File: src/rtl/if_id_reg_pkg.sv
// Shared pipeline definitions: exception codes, memory-map defaults and the
// fetch-address legality check used by the F/D register.
package if_id_reg_pkg;

    localparam logic [4:0] EXC_NONE = 5'd0;
    localparam logic [4:0] EXC_ADEL = 5'd4;
    localparam logic [4:0] EXC_ADES = 5'd5;
    localparam logic [4:0] EXC_RI   = 5'd10;
    localparam logic [4:0] EXC_OV   = 5'd12;

    localparam logic [31:0] DEF_RESET_PC = 32'h0000_3000;
    localparam logic [31:0] DEF_IM_BASE  = 32'h0000_3000;
    localparam int unsigned DEF_IM_WORDS = 4096;

    localparam logic [31:0] NOP = 32'h0000_0000;

    typedef enum logic {
        ST_EMPTY = 1'b0,
        ST_FULL  = 1'b1
    } dstate_t;

    // 33-bit bounds so a window ending at the top of the address space cannot wrap.
    function automatic logic fetch_fault(input logic [31:0] pc,
                                         input logic [31:0] base,
                                         input int unsigned words);
        logic [32:0] lo;
        logic [32:0] hi;
        logic [32:0] pc_x;
        lo   = {1'b0, base};
        hi   = lo + (33'(words) << 2);
        pc_x = {1'b0, pc};
        return (pc[1:0] != 2'b00) || (pc_x < lo) || (pc_x >= hi);
    endfunction

endpackage

File: src/rtl/if_id_reg_sat_counter.sv
// Saturating event counter with synchronous clear and asynchronous active-low reset.
module sat_counter #(
    parameter int unsigned W = 32
) (
    input  logic         clk,
    input  logic         rst_n,
    input  logic         inc,
    input  logic         clr,
    output logic [W-1:0] cnt
);

    logic [W-1:0] r_cnt;

    always_ff @(posedge clk or negedge rst_n) begin
        if (!rst_n) begin
            r_cnt <= '0;
        end else if (clr) begin
            r_cnt <= '0;
        end else if (inc && (r_cnt != '1)) begin
            r_cnt <= r_cnt + W'(1);
        end
    end

    assign cnt = r_cnt;

endmodule

File: src/rtl/if_id_reg.sv
// F/D pipeline register: captures fetch PC/instruction, supports stall, flush
// and delay-slot tracking, flags AdEL on fetch and counts stall/bubble cycles.
module if_id_reg
    import if_id_reg_pkg::*;
#(
    parameter logic [31:0] RESET_PC = DEF_RESET_PC,
    parameter logic [31:0] IM_BASE  = DEF_IM_BASE,
    parameter int unsigned IM_WORDS = DEF_IM_WORDS,
    parameter int unsigned CNT_W    = 32
) (
    input  logic             clk,
    input  logic             reset,
    input  logic             stall,
    input  logic             flush,
    input  logic [31:0]      f_pc,
    input  logic [31:0]      f_instr,
    input  logic             f_bd,
    output logic [31:0]      d_pc,
    output logic [31:0]      d_pc8,
    output logic [31:0]      d_instr,
    output logic             d_valid,
    output logic             d_bd,
    output logic [4:0]       d_exccode,
    output logic [CNT_W-1:0] stall_cnt,
    output logic [CNT_W-1:0] bubble_cnt
);

    dstate_t     r_state;
    logic [31:0] r_pc;
    logic [31:0] r_instr;
    logic        r_bd;
    logic [4:0]  r_exc;

    logic        w_fault;
    logic        w_stall_ev;
    logic        w_bubble_ev;

    assign w_fault     = fetch_fault(f_pc, IM_BASE, IM_WORDS);
    assign w_stall_ev  = stall && !flush;
    assign w_bubble_ev = flush;

    // Priority flush > stall > load; d_valid is the EMPTY/FULL state bit.
    always_ff @(posedge clk or negedge reset) begin
        if (!reset) begin
            r_state <= ST_EMPTY;
            r_pc    <= RESET_PC;
            r_instr <= NOP;
            r_bd    <= 1'b0;
            r_exc   <= EXC_NONE;
        end else if (flush) begin
            r_state <= ST_EMPTY;
            r_pc    <= f_pc;
            r_instr <= NOP;
            r_bd    <= 1'b0;
            r_exc   <= EXC_NONE;
        end else if (!stall) begin
            r_state <= ST_FULL;
            r_pc    <= f_pc;
            r_bd    <= f_bd;
            r_instr <= w_fault ? NOP : f_instr;
            r_exc   <= w_fault ? EXC_ADEL : EXC_NONE;
        end
    end

    sat_counter #(.W(CNT_W)) u_stall_cnt (
        .clk   (clk),
        .rst_n (reset),
        .inc   (w_stall_ev),
        .clr   (1'b0),
        .cnt   (stall_cnt)
    );

    sat_counter #(.W(CNT_W)) u_bubble_cnt (
        .clk   (clk),
        .rst_n (reset),
        .inc   (w_bubble_ev),
        .clr   (1'b0),
        .cnt   (bubble_cnt)
    );

    assign d_pc      = r_pc;
    assign d_pc8     = r_pc + 32'd8;
    assign d_instr   = r_instr;
    assign d_valid   = (r_state == ST_FULL);
    assign d_bd      = r_bd;
    assign d_exccode = r_exc;

endmodule

File: config.mk
export PLATFORM = sky130hd
export DESIGN_NAME = if_id_reg
export DESIGN_NICKNAME = d
export VERILOG_FILES = /design/src/rtl/if_id_reg_pkg.sv /design/src/rtl/if_id_reg_sat_counter.sv /design/src/rtl/if_id_reg.sv
export SDC_FILE = /design/constraint.sdc
export NUM_CORES = 1
export LEC_CHECK = 0
export BUFFER_PORTS_ARGS = -buffer_cell sky130_fd_sc_hd__buf_4
export CORE_AREA = 2 2 112 114
export DETAILED_ROUTE_END_ITERATION = 8
export DIE_AREA = 0 0 114 116
export GPL_TIMING_DRIVEN = 0
export PLACE_DENSITY = 0.84
export REMOVE_ABC_BUFFERS = 1
export SLEW_MARGIN = 20
export SYNTH_ARGS = -nofsm -noshare
export SYNTH_HDL_FRONTEND = slang
export SYNTH_SLANG_ARGS = --single-unit
File: constraint.sdc
create_clock -name clk -period 3.7 [get_ports clk]
set_clock_uncertainty 0.05 [all_clocks]
set_input_delay 0.74 -clock clk [delete_from_list [all_inputs] [get_ports clk]]
set_output_delay 0.74 -clock clk [all_outputs]
set_load 0.1 [all_outputs]
Word-level counts from Yosys, hierarchy flattened
Cells that the tools add are included.
Word-level totals
  output and inout bits: 167
  input bits: 69
  bits in registers: 135
  logic and storage cells: 34
Operators by class
  multiplexer cells: 12
  magnitude comparators: 2
  add/sub/neg operators: 3
  equal/unequal tests: 3
  reductions and logical operators: 7
Operators by type and width (count)
  $mux W32: 5
  $add A32 B1 Y32 const B: 2
  $ne A32 B32 Y1 const B: 2
  $add A32 B4 Y32 const B: 1
  $ge A32 B15 Y1 const B: 1
  $lt A32 B14 Y1 const B: 1
  $mux W5: 2
  $mux W1: 4
  $logic_and A1 B1 Y1: 3
  $mux W3: 1
  $logic_or A1 B1 Y1: 2
  $ne A2 B1 Y1 const B: 1
  $reduce_bool A2 Y1: 1
  $logic_not A1 Y1: 1

Logic depth before layout (Yosys ltp)
Gate-level depths: netlist (run 1).
  word-level depth: 6
  mapped depth: 7
  gate-level depth less buffers: 6

Hierarchy
A second synthesis (run 1) with hierarchy kept.
Unflattened totals
  cells, all modules: 643
  area total of the unflattened synthesis: 6826.5 um^2
Modules (own cells, without submodules)
  sat_counter: area an instance 1854.3 um^2, cells an instance 198, seq. area each 800.8 um^2, times used 2
  if_id_reg: area an instance 3118.0 um^2, cells an instance 247, seq. area each 1679.1 um^2, times used 1

Worst setup path after synthesis (run 1)
No wires, ideal clock.
  kind: register -> output
  from: reg r_pc[4], in the netlist d_pc[4]
  to: out d_pc8[19]
  cell stages (with the launch flop): 6
  required time: 2.910 ns
  path buffers: 0
  slack: -0.626 ns
  arrival: 3.536 ns
  cells stage by stage: dfrtp_1 > ha_1 > nand3_1 > nor2_1 > nand3_1 > xnor2_1
On the way
  word-level cells in the longest chain between the ends: 1
RTL lines
  start: declaration: line if_id_reg.sv:29  | logic [31:0] r_pc;
  start signal: assignment: line if_id_reg.sv:52  | r_pc <= f_pc;
  start signal: assignment: line if_id_reg.sv:58  | r_pc <= f_pc;
  $add A32 B4 Y32: line if_id_reg.sv:82  | assign d_pc8 = r_pc + 32'd8;
  end: declaration: line if_id_reg.sv:19  | output logic [31:0] d_pc8,
Every way passes these cells.

Worst setup path in the final report (run 1)
  from: reg r_pc[12], in the netlist d_pc[12]
  to: out d_pc8[30]
Same word-level chain as after synthesis.

==> out/metrics.yaml, run 1 <==
status:
  status: "complete, no violations"
synth:
  synth.lib_cells_used.distinct: 45
  synthXorXnorAreaFrac_pct: 12.0
  synth_seq_cells: 131
  syn-instance-count: 637
  synthesized_area_fraction_occupied_by_ao_oa_aoi_and_oai_cells_pct: 6.11
  yosysSeqAreaShare_pct: 52.7
  ys_top_cells_by_area: "dfrtp_1 (52%), nand2_1 (8.0%), xnor2_1 (6.5%)"
  syn-cell-area_um2: 6230
  synth_common_cells: "nand2_1 (133), dfrtp_1 (129), nor2_1 (64)"
  most_area_hungry_cell_type_in_the_yosys_netlist: "dfrtp_1"
  synth_most_common_cell: "nand2_1"
  yosysWarnings: 0
  post_syn_area_per_cell_um2: 9.78
  muxShareOfSynthArea_pct: 0.703
  synth_top_family_by_area: "simple AND/OR/NAND/NOR gates"
  synthSimpleGateAreaFrac_pct: 25.2
  synth_edf_count: 0
  yosys.area.top_type_share_pct: 51.8
  postSynth.asyncResetShare_pct: 100
  yosys.area_share.adder_pct: 0.603
  synthFlopType: "dfrtp_1"
routing:
  route.detailed.vias_per_inst: 5.55
  drt_iter0_markers: 429
  detail_route.drc_violations: 0
  drt-wirelength-per-cell_um: 17.2
  num_vias: 5686
  drt-total-wl_um: 17600
  drt.antenna.violating_nets: 0
  drt_first_pass_iters: 5
critical_path:
  critical_path_buf_inv_count: 1
  reg2reg_slack_ps: 1480
  worst_r2r_path_depth: 6
  data_arrival_critical_path_ps: 2730
  worstPathRequired_ps: 2910
  setup.worst_path.end_class: "output port"
  worstReg2RegStart: "u_bubble_cnt.cnt[0]"
  crit-reg2reg-capture: "u_bubble_cnt.cnt[28]"
  path_cells: "nand4_1, nor4_1, nand3_1, nor2_1, xor2_1, buf_4"
  timing.critical_path.fanout_max: 4
  path_depth: 6
  worst_setup_start_kind: "flip-flop"
  cell_class_contributing_the_biggest_share_of_worst_path_delay: "simple AND/OR/NAND/NOR gates"
  crit_path_max_incr_delay_ps: 580
  criticalPathCategory: "flip-flop to output port"
  crit_slowest_cell: "dfstp_2"
power:
  design_power_total_mw: 5.12
  p_per_area_nw_per_um2: 588
  static_leakage_nw: 4.37
  ir_worst_vdd_mv: 1.03
floorplan:
  core-area_um2: 11900
  design.die.area_um2: 13200
  ioPinCount: 236
  core.rowCount: 40
  die_w_um: 114
  die_outline_height_um: 116
  initial_cell_density_of_the_core_pct: 52.3
grt:
  grt_first_pass_wirelength_um: 27600
  grt.total_usage_pct: 26.7
  grt_max_degree: 67
  overflow_left_after_global_routing: 0
  number_of_global_route_vias_before_repair: 5524
  grt_antenna_before_repair: 0
finish:
  num-nets-final: 936
  antenna-diode-count: 0
  drive_above_1_share_pct: 32.0
  ff_latch_area_um2: 3280
  multi_input_logic_area_um2: 2810
  num-fill-cells: 856
  syn2layout_area_growth_pct: 39.7
sta:
  setup_repair_after_global_routing_missed_its_margin: "false"
  report.final.setup_viol: 0
  tightestPinTransition_ps: 732
  fin_tns_setup_ps: 0
  post-route-period-util_pct: 95.2
  final-max-slew-violation-count: 0
  maxSlewHeadroom_pct: 51.1
  max_freq_mhz: 284
  timing.final.hold_violations: 0
  minimum_clock_period_after_layout_ps: 3520
job:
  drv_cap: 0
min_path:
  hold_path_class: "input pin to asynchronous set/reset pin"
clocking:
  holdBufCountCts: 0
  tritoncts.num_buffers: 17
  path_clk_slew_ps: 50
  cts_max_path_buffers: 2
  cts.sinks: 131
  clk_root_buffer_cell: "clkbuf_16"
  worst_skew_pair.late_latency_ps: 420
  cts_tree: "built"
  cts.htree.levels: 4
  cts_resized: 0
  postCtsSetupBuffers: 0
place:
  gp_congestion: 0.877
  place.detailed.hpwl_um: 12700
  numPortBuffers: 231
[power by group]
part,switching [mW],internal (mW),total (mW)
logic,1.32,0.339,1.66
registers,0.166,1.54,1.71
clock network,0.600,1.14,1.74
total,2.09,3.03,5.12
[per-layer routing]
metal / GRT usage (%) / part of all wire (%) / up-vias
li1: - / - / 2642
met1: 30.6 / 37 / 2771
met2: 47.3 / 53 / 231
met3: 6.43 / 6.9 / 42
met4: 12.4 / 3.2 / 0
met5: 0 / 0 / -
[kinds of logic (layout without fill, tap and decap cells)]
family / count (synthesis) / in the layout
fa+ha+maj: 3 / 3
simple gates: 327 / 327
compound gates: 50 / 50
xor+xnor: 85 / 85
mux: 4 / 4
other cells: 1 / 4
flops: 131 / 131
buf+inv: 36 / 273
[per-stage QoR]
step           hold slack, ps  utilization, %  instances  area (um2)  worst slack [ps]
2_1_floorplan             394               -        612        6100              -626
6_report                  254            73.1       1024        8710               177
5_1_grt                   307            73.1       1024        8710              7.21
3_5_place_dp              443            67.9        992        8080               624
4_1_cts                   283            73.1       1024        8710               182
3_3_place_gp              433            67.3        990        8020              -282
[cells in the final DEF (no fill, tap or decap), types with 2 or more instances in the layout]
master,n
conb_1,4
nand4_1,22
nand3_2,2
dfstp_2,2
and4_1,14
buf_4,230
nand3_1,37
mux2_2,2
nor3_1,15
clkbuf_16,17
or4_4,2
xor2_1,39
inv_1,8
and2_1,3
nor2_1,64
a31oi_1,3
o21a_1,2
bufinv_16,3
xnor2_1,46
dfrtp_1,129
clkinvlp_4,2
and3_1,15
a21oi_1,2
nor4_1,10
nand2_1,133
clkinv_2,4
o211ai_1,2
ha_1,3
a22oi_1,32
o21ai_0,3
clkbuf_8,5
[state kept, by name (all words and copies together), names as in the netlist]
register	cells
d_exccode	1
u_bubble_cnt.cnt	32
d_bd	1
u_stall_cnt.cnt	32
d_valid	1
d_instr	32
d_pc	32
[area by class of cell]
cell class              instances  area share (%)
clock inverters                 9            1.44
inverters                       8           0.345
repair buffers                233            20.5
multi-input cells             473            32.3
flip-flops and latches        131            37.7
clock buffers                  23            5.72
well taps                     147            2.11
[worst max path at each step]
stage | startpoint | end
4_1_cts | d_pc[12] | d_pc8[30]
3_3_place_gp | stall | u_stall_cnt.cnt[27]
3_5_place_dp | d_pc[12] | d_pc8[30]
6_report | d_pc[12] | d_pc8[30]
5_1_grt | d_pc[12] | d_pc8[30]
2_1_floorplan | d_pc[4] | d_pc8[19]
[worst register-to-register path, delay by kind of cell, from the launching register on]
family / cells / cell delay, ps
AND/OR/NAND/NOR: 4 / 980
flip-flops: 1 / 430
multiplexers: 1 / 330
adder cells (fa/ha/maj): 1 / 300
(Power assumes the default switching activity.)
==> run 2: changes to the inputs <==
--- a/config.mk
+++ b/config.mk
@@ -5,12 +5,14 @@
 export SDC_FILE = /design/constraint.sdc
 export NUM_CORES = 1
 export LEC_CHECK = 0
+export ABC_AREA = 1
 export BUFFER_PORTS_ARGS = -buffer_cell sky130_fd_sc_hd__buf_4
-export CORE_AREA = 2 2 112 114
+export CORE_AREA = 2 2 122 124
+export CTS_CLUSTER_SIZE = 14
 export DETAILED_ROUTE_END_ITERATION = 8
-export DIE_AREA = 0 0 114 116
+export DIE_AREA = 0 0 124 126
 export GPL_TIMING_DRIVEN = 0
-export PLACE_DENSITY = 0.84
+export PLACE_DENSITY = 0.83
 export REMOVE_ABC_BUFFERS = 1
 export SLEW_MARGIN = 20
 export SYNTH_ARGS = -nofsm -noshare
==> out/metrics.yaml, run 2 <==
status:
  status: "complete, no violations"
sta:
  report.final.setup_viol: 0  # unchanged
  fin_hold_ws_ps: 166  # -88.5 ps
  final-max-slew-violation-count: 0  # unchanged
  tightestPinTransition_ps: 999  # +267 ps
  setup_repair_after_global_routing_missed_its_margin: "false"
  minimum_clock_period_after_layout_ps: 3390  # -134 ps
  timing.final.hold_violations: 0  # unchanged
  maxSlewHeadroom_pct: 33.0  # -18 points
  max_freq_mhz: 295  # +3.9%
  post-route-period-util_pct: 91.6  # -3.6 points
critical_path:
  worstPathRequired_ps: 2910  # about the same
  setup.worst_path.end_class: "output port"
  reg2reg_slack_ps: 1310  # -170 ps
  critical_path.startpoint: "d_pc[4]"
  crit-reg2reg-capture: "u_stall_cnt.cnt[22]"
  worst_r2r_path_depth: 10  # +4
  worst_setup_start_kind: "flip-flop"
  criticalPathCategory: "flip-flop to output port"
  cp_endpoint: "d_pc8[21]"
  worstReg2RegStart: "u_stall_cnt.cnt[0]"
  timing.critical_path.fanout_max: 5  # +1
  data_arrival_critical_path_ps: 2600  # -130 ps
synth:
  synth.lib_cells_used.distinct: 29  # -36%
  yosysSeqAreaShare_pct: 42.6  # -10 points
  yosys.area.top_type_share_pct: 41.9  # -9.9 points
  most_area_hungry_cell_type_in_the_yosys_netlist: "dfrtp_1"
  synth_common_cells: "nand2_1 (520), nor2_1 (133), dfrtp_1 (129)"
  synth_edf_count: 0  # unchanged
  synthFlopType: "dfrtp_1"
  synth_most_common_cell: "nand2_1"
  syn-cell-area_um2: 7710  # +24%
  postSynth.asyncResetShare_pct: 100  # unchanged
  post_syn_area_per_cell_um2: 6.78  # -31%
  synth_seq_cells: 131  # unchanged
  syn-instance-count: 1137  # +78%
  yosysWarnings: 0  # unchanged
  ys_top_cells_by_area: "dfrtp_1 (42%), nand2_1 (25%), nor2_1 (6.5%)"
floorplan:
  die_w_um: 124  # +8.8%
  design.die.area_um2: 15600  # +18%
  core-area_um2: 14300  # +20%
  ioPinCount: 236  # unchanged
  initial_cell_density_of_the_core_pct: 53.9  # +1.6 points
  die_outline_height_um: 126  # +8.6%
  core.rowCount: 44  # +10%
grt:
  number_of_global_route_vias_before_repair: 7212  # +31%
  grt.total_usage_pct: 28.0  # +1.3 points
  grt_first_pass_wirelength_um: 34600  # +25%
  grt_antenna_before_repair: 0  # unchanged
  grt_max_degree: 87  # +30%
  overflow_left_after_global_routing: 0  # unchanged
power:
  p_per_area_nw_per_um2: 454  # -23%
  static_leakage_nw: 5.11  # +17%
  design_power_total_mw: 4.62  # -9.7%
  ir_worst_vdd_mv: 0.555  # -46%
job:
  drv_cap: 0  # unchanged
finish:
  drive_above_1_share_pct: 21.1  # -11 points
  num-fill-cells: 1231  # +44%
  multi_input_logic_area_um2: 3890  # +38%
  num-nets-final: 1431  # +53%
  layout.cells.most_common: "nand2_1"
  finalCoreUtilization_pct: 71.1  # -2.0 points
  ff_latch_area_um2: 3280  # unchanged
  leading_cell_types_in_the_layout_fill_and_taps_excluded: "nand2_1 (520), buf_4 (230), nor2_1 (131), dfrtp_1 (129), inv_1 (93)"
  syn2layout_area_growth_pct: 32.0
  antenna-diode-count: 0  # unchanged
clocking:
  cts_tree: "built"
  worst_skew_pair.late_latency_ps: 410  # about the same
  cts.htree.levels: 4  # unchanged
  cts.sinks: 131  # unchanged
  cts_max_path_buffers: 2  # unchanged
  cts_resized: 0  # unchanged
  clk_root_buffer_cell: "clkbuf_16"
  path_clk_slew_ps: 60  # about the same
  postCtsSetupBuffers: 0  # unchanged
  tritoncts.num_buffers: 17  # unchanged
  holdBufCountCts: 0  # unchanged
routing:
  drt-total-wl_um: 21900  # +24%
  drt.antenna.violating_nets: 0  # unchanged
  route.detailed.vias_per_inst: 5.14  # -7.4%
  num_vias: 7999  # +41%
  drt_first_pass_iters: 5  # unchanged
  drt-wirelength-per-cell_um: 14.1  # -18%
  drt_iter0_markers: 676  # +58%
  detail_route.drc_violations: 0  # unchanged
place:
  gp_congestion: 0.922  # +5.2%
  place.detailed.hpwl_um: 16000  # +26%
  numPortBuffers: 231  # unchanged
min_path:
  hold_path_class: "input pin to asynchronous set/reset pin"
[run 2: metrics by stage]
step | setup slack, ps | area, um2 | std cells | TNS, ps
finish | 310 | 10200 | 1556 | 0
global route | 211 | 10200 | 1556 | 0
CTS | 352 | 10200 | 1556 | 0
detailed placement | 770 | 9590 | 1524 | 0
global placement | -3010 | 9470 | 1520 | -170550
floorplan | -717 | 7510 | 1105 | -25450
[run 2: layer usage]
metal | wire [um] | vias up | track usage (%)
met4 | 391 | 0 | 9.19
met5 | 0 | - | 0
li1 | - | 3944 | -
met3 | 1730 | 38 | 5.80
met2 | 10800 | 309 | 47.1
met1 | 9050 | 3708 | 35.8
[run 2: worst max-delay path: stages (launching register included)]
cell and delay [ps]:
dfrtp_1 430, ha_1 250, nand2_1 100, nor3_1 560, nand4_1 290, xor2_1 240
buf_4 320
[run 2: cell type report]
cell class,count,share of cell area [%]
multi-input combinational,878,38.2
sequential,131,32.3
timing repair buffer,235,18.1
clock buffer,19,4.45
inverter,96,3.54
tap,184,2.26
clock inverter,13,1.23
[run 2: power by group]
group | internal (mW) | leakage [nW] | switching, mW | total (mW)
registers | 1.51 | 1.74 | 0.121 | 1.63
logic | 0.280 | 3.10 | 1.07 | 1.35
clock network | 0.969 | 0.269 | 0.673 | 1.64
[run 2: cell families after synthesis]
group	count (synthesis)	share of synthesized area [%]
buffers and inverters	131	7.43
and+or+nand+nor	751	39.4
other	1	0.0486
xor gates and xnor gates	46	5.23
adders and majority gates	3	0.487
DFF	131	42.6
AOI/OAI and AO/OA	74	4.85
[run 2: worst min path at each step]
stage	endpoint	from	cells past startpoint	slack [ps]
floorplan	d_bd	reset	0	390
global placement	d_exccode[2]	d_exccode[2]	2	420
detailed placement	d_exccode[2]	d_exccode[2]	2	420
CTS	d_instr[17]	reset	1	160
global route	d_instr[10]	reset	1	170
finish	d_instr[10]	reset	1	170
